File: config.mk
export PLATFORM = sky130hd
export DESIGN_NAME = alu_share_arb
export DESIGN_NICKNAME = d
export VERILOG_FILES = /design/src/rtl/alu_share_arb.sv
export SDC_FILE = /design/constraint.sdc
export NUM_CORES = 1
export LEC_CHECK = 0
export BUFFER_PORTS_ARGS = -buffer_cell sky130_fd_sc_hd__buf_4
export CAP_MARGIN = 20
export CORE_ASPECT_RATIO = 1.75
export CORE_MARGIN = 3
export CORE_UTILIZATION = 51
export CTS_BUF_LIST = sky130_fd_sc_hd__clkbuf_16
export DETAILED_ROUTE_END_ITERATION = 8
export PLACE_DENSITY = 0.74
export SLEW_MARGIN = 10
export SYNTH_ARGS = -nofsm -noshare
export SYNTH_HDL_FRONTEND = slang
export SYNTH_SLANG_ARGS = --single-unit
File: constraint.sdc
create_clock -name clk -period 5.2 [get_ports clk]
set_input_delay 1.04 -clock clk [delete_from_list [all_inputs] [get_ports clk]]
set_output_delay 1.04 -clock clk [all_outputs]
set_load 0.03 [all_outputs]
File: src/rtl/alu_share_arb.sv
// alu_share_arb: one shared combinational ALU time-multiplexed between the
// integer execute path (requester 0) and the address/branch-compare unit
// (requester 1). Round-robin grant, single registered response slot that is
// held until its owner accepts it.
//
// state   | meaning
// --------+-----------------------------------------------------------
// S_EMPTY | no result pending, busy=0, any granted request is accepted
// S_FULL  | result held in resp_s for 'owner', accept only on same-cycle drain
module alu_share_arb #(
    parameter int WIDTH = 32,
    parameter int OP_W  = 4
) (
    input  logic             clk,
    input  logic             rst_n,
    input  logic [1:0]       req_valid,
    output logic [1:0]       req_ready,
    input  logic [WIDTH-1:0] req0_a,
    input  logic [WIDTH-1:0] req0_b,
    input  logic [OP_W-1:0]  req0_op,
    input  logic [WIDTH-1:0] req1_a,
    input  logic [WIDTH-1:0] req1_b,
    input  logic [OP_W-1:0]  req1_op,
    output logic [1:0]       resp_valid,
    input  logic [1:0]       resp_ready,
    output logic [WIDTH-1:0] resp_s,
    output logic             busy
);

    typedef enum logic {
        S_EMPTY = 1'b0,
        S_FULL  = 1'b1
    } state_t;

    state_t           state, state_nxt;
    logic             owner, owner_nxt;
    logic             last, last_nxt;
    logic             load;
    logic [1:0]       grant;
    logic             drain;
    logic             can_accept;
    logic             xfer;
    logic [WIDTH-1:0] alu_a, alu_b, alu_y;
    logic [OP_W-1:0]  alu_op;
    logic [4:0]       shamt;

    // Round-robin grant: a tie goes to the requester that was not served last.
    always_comb begin
        grant = 2'b00;
        case (req_valid)
            2'b01:   grant = 2'b01;
            2'b10:   grant = 2'b10;
            2'b11:   grant = last ? 2'b01 : 2'b10;
            default: grant = 2'b00;
        endcase
    end

    assign drain      = (state == S_FULL) && resp_ready[owner];
    assign can_accept = (state == S_EMPTY) || drain;
    // Gated by rst_n so req_ready reads 00 while reset is held, even with valids up.
    assign req_ready  = (rst_n && can_accept) ? grant : 2'b00;
    assign xfer       = |(req_valid & req_ready);

    // Operand mux: the granted requester drives the shared ALU.
    always_comb begin
        alu_a  = req0_a;
        alu_b  = req0_b;
        alu_op = req0_op;
        if (grant[1]) begin
            alu_a  = req1_a;
            alu_b  = req1_b;
            alu_op = req1_op;
        end
    end

    assign shamt = alu_b[4:0];

    // Shared ALU; undefined op codes quietly produce zero.
    always_comb begin
        alu_y = '0;
        case (alu_op)
            4'b0000: alu_y = alu_a + alu_b;
            4'b1000: alu_y = alu_a - alu_b;
            4'b0001: alu_y = alu_a << shamt;
            4'b0010: alu_y = {{(WIDTH-1){1'b0}}, ($signed(alu_a) < $signed(alu_b))};
            4'b0011: alu_y = {{(WIDTH-1){1'b0}}, (alu_a < alu_b)};
            4'b0100: alu_y = alu_a ^ alu_b;
            4'b0101: alu_y = alu_a >> shamt;
            4'b1101: alu_y = WIDTH'($signed(alu_a) >>> shamt);
            4'b0110: alu_y = alu_a | alu_b;
            4'b0111: alu_y = alu_a & alu_b;
            default: alu_y = '0;
        endcase
    end

    // Slot next-state: a drain and a new accept in the same cycle reload back-to-back.
    always_comb begin
        state_nxt = state;
        owner_nxt = owner;
        last_nxt  = last;
        load      = 1'b0;
        case (state)
            S_EMPTY: begin
                if (xfer) begin
                    state_nxt = S_FULL;
                    load      = 1'b1;
                end
            end
            S_FULL: begin
                if (drain) begin
                    if (xfer) begin
                        load = 1'b1;
                    end else begin
                        state_nxt = S_EMPTY;
                    end
                end
            end
            default: state_nxt = S_EMPTY;
        endcase
        if (load) begin
            owner_nxt = grant[1];
            last_nxt  = grant[1];
        end
    end

    // Slot, owner, rr pointer and result registers.
    always_ff @(posedge clk or negedge rst_n) begin
        if (!rst_n) begin
            state  <= S_EMPTY;
            owner  <= 1'b0;
            last   <= 1'b1;
            resp_s <= '0;
        end else begin
            state <= state_nxt;
            owner <= owner_nxt;
            last  <= last_nxt;
            if (load) begin
                resp_s <= alu_y;
            end
        end
    end

    assign busy       = (state == S_FULL);
    assign resp_valid = (state == S_FULL) ? (owner ? 2'b10 : 2'b01) : 2'b00;

endmodule

==> flow_summary.ini <==
[setup_path]
worst-endpoint-arrival_ns = 5.15
r2r-start = last$_DFFE_PN1P_
crit_chain = buf_4 > a21boi_4 > buf_12 > buf_12 > nand2_1 > nand2_1 > ha_1 > inv_1 > nor3_1 > o22a_1 > o31a_1 > a211oi_1 > or4_1 > o21ai_0 > mux2i_1 > o2111ai_1
criticalPathCategory = primary input to register
crit_family = compound AO/OA/AOI/OAI gates
r2r_cells = 15
cp.required_ns = 5.36
cp-start-kind = primary input
cpMaxStageDelayCell = a21boi_4
worstPathMaxFanout = 31
r2r-end = resp_s[31]$_DFFE_PN0P_
end_kind = register
critPathBufInv = 4
critical-path-max-stage-delay_ns = 0.56
rrSetupSlack_ns = 0.69

[yosys]
synth_ff_type = dfrtp_1
syn_area_per_cell_um2 = 6.76
synth-seq-cells = 35
yosysUniqueCellTypes = 93
synth_nets = 2161
synth_edf_count = 0
netlist_area_mm2 = 0.0130
yosys_warnings = 0
ys_seq_area_share_pct = 6.76
async_flop_share_pct = 100
syn_inst = 1921

[grt]
antenna_found_initial = 0
track_usage_pct = 45.3
overflow = 0
grt_pass1_vias = 16190
grt_max_degree = 69
grt_first_pass_wirelength_mm = 96.3

[layout]
nets = 2313
fin_util_pct = 61.3
finalNonFillerCells = 2388
final_cell_mix = nand2_1, buf_4, mux2i_1, a21oi_1, nor2_1
stdcell_area_mm2 = 0.0152
layout_commonest_cell = nand2_1
fillerInstances = 2368
drive_above_1_share_pct = 17.4
syn2layout_area_growth_pct = 17.3

[clock_tree]
h-tree-depth = 2
cts.path.max_buffers = 2
cts_tree = built
insertion_delay_ns = 0.31
cts.clk_slew.worst_paths_ns = 0.07
clkSinkCount = 35
postCtsSetupBuffers = 0
cts_hold_buf = 0
post_cts_resized = 0
ctsRootBufferMaster = clkbuf_16
cts_made_buffers = 5

[route]
ant_nets = 0
avgRoutedWirePerCell_um = 27.4
routed_wl_mm = 65.4
first_iter_violations = 2095
num_vias = 16508
drt_first_pass_iters = 6
drc = 0
vias_per_cell = 6.91

[hold_path]
hold_depth = 2
hold_end = resp_s[10]$_DFFE_PN0P_
min_path_type = register to register
worstHoldStart = resp_s[10]$_DFFE_PN0P_

[floorplanning]
die_height_um = 217
die_area_mm2 = 0.0275
start_util_pct = 52.3
rows = 76
num_io_pins = 179
die_width_um = 127
core_mm2 = 0.0248

[sta]
maxSlewViolCount = 0
worstMarginPinSlew_ns = 1.18
fin_crit_ns = 4.98
clock_skew_ns = 0.00959
setup_viol = 0
period_share_pct = 95.8
hold_viol = 0
rsz0062_at_grt = no
slew_headroom_pct = 21.1
whs_ns = 0.487
max_freq_mhz = 201
tns_ns = 0

[power_and_ir_drop]
p_leak_nw = 7.26
max-vdd-ir-drop_mv = 0.192
p_per_area_mw_per_mm2 = 311

[place]
portBuffers = 178
place_hpwl_mm = 52.1
postPlaceCellArea_mm2 = 0.0151
place_congestion = 1.08
dp_cells = 2378

[status]
status = finished clean

[flow_run]
drv_cap = 0
[Yosys cell counts (10+ instances only)]
master / n / share of area, %
nand2_1: 332 / 9.6
dfrtp_1: 34 / 6.6
a221oi_1: 30 / 2.0
nor2_1: 130 / 3.8
mux2i_1: 245 / 19
a21oi_1: 181 / 7.0
nor4_1: 14 / 0.67
a211oi_1: 21 / 1.2
nor2b_1: 26 / 1.3
o21ai_0: 91 / 3.5
ha_1: 96 / 9.3
xnor2_1: 21 / 1.4
nor3_1: 39 / 1.5
buf_2: 47 / 1.8
nand3_1: 55 / 2.1
and2_1: 10 / 0.48
a31oi_1: 18 / 0.87
o21bai_1: 14 / 0.81
and3_1: 11 / 0.53
o22ai_1: 11 / 0.53
a21o_1: 20 / 1.2
a22oi_1: 10 / 0.58
o221ai_1: 12 / 0.81
nand2b_1: 12 / 0.58
o211ai_1: 40 / 2.3
inv_1: 99 / 2.9
clkbuf_1: 74 / 2.1
mux2_2: 26 / 2.3
[state kept, by name (all words and copies together), names as in the netlist]
signal	count
resp_s	32
owner	1
last	1
busy	1
[power breakdown]
| part | switching [W] | internal (W) |
|---|---|---|
| clock network | 0.000156 | 0.000225 |
| registers | 0.0000708 | 0.000347 |
| logic | 0.00254 | 0.00140 |
| total | 0.00277 | 0.00198 |
[per-layer routing]
layer	GRT usage, %	routed length (µm)	vias up
met2	77.3	31200	1113
met5	0	0	-
li1	-	-	7319
met4	33.5	6030	0
met3	7.44	5540	334
met1	50.0	22600	7742
[cell type report]
type	count	area (µm²)	area share, %
Tap cell	312	390	2.56
Clock inverter	3	38.8	0.255
Antenna cell	2	5.00	0.0329
Clock buffer	5	125	0.822
Sequential cell	35	877	5.76
Inverter	104	390	2.56
Timing Repair Buffer	288	2300	15.1
Multi-Input combinational cell	1639	11100	72.9
[per-stage QoR]
step | setup slack [ns] | total power (W)
after CTS | 0.377 | 0.00460
after global placement | 0.108 | 0.00417
final | 0.218 | 0.00474
after detailed placement | 0.0479 | 0.00420
after global routing | 0.0191 | 0.00497
after floorplan | 0.0706 | 0.00282
[how the worst max path moves through the flow]
stage,slack [ns],end,startpoint,cells after the start
after floorplan,0.07,resp_s[22]$_DFFE_PN0P_,req_valid[1],20
after global placement,0.11,resp_s[30]$_DFFE_PN0P_,req_valid[0],16
after detailed placement,0.05,resp_s[30]$_DFFE_PN0P_,req_valid[0],16
after CTS,0.38,resp_s[30]$_DFFE_PN0P_,req_valid[0],16
after global routing,0.02,resp_s[31]$_DFFE_PN0P_,req_valid[0],16
final,0.22,resp_s[31]$_DFFE_PN0P_,req_valid[0],16
[worst min-delay path, stage by stage, from the launching register on]
cell     delay [ns]
dfrtp_1        0.34
nand2_1        0.05
o21ai_0        0.06
[cell families (layout without fill, tap and decap cells)]
family / Yosys count / count (layout) / synth area share [%]
other cells: 0 / 2 / 0
compound gates: 570 / 570 / 29.3
mux: 275 / 275 / 21.6
simple gates: 674 / 674 / 23.1
fa+ha+maj: 98 / 98 / 9.56
xor+xnor: 22 / 22 / 1.48
flops: 35 / 35 / 6.76
buf+inv: 247 / 400 / 8.13
No activity file was read; power rests on OpenSTA's default activity.
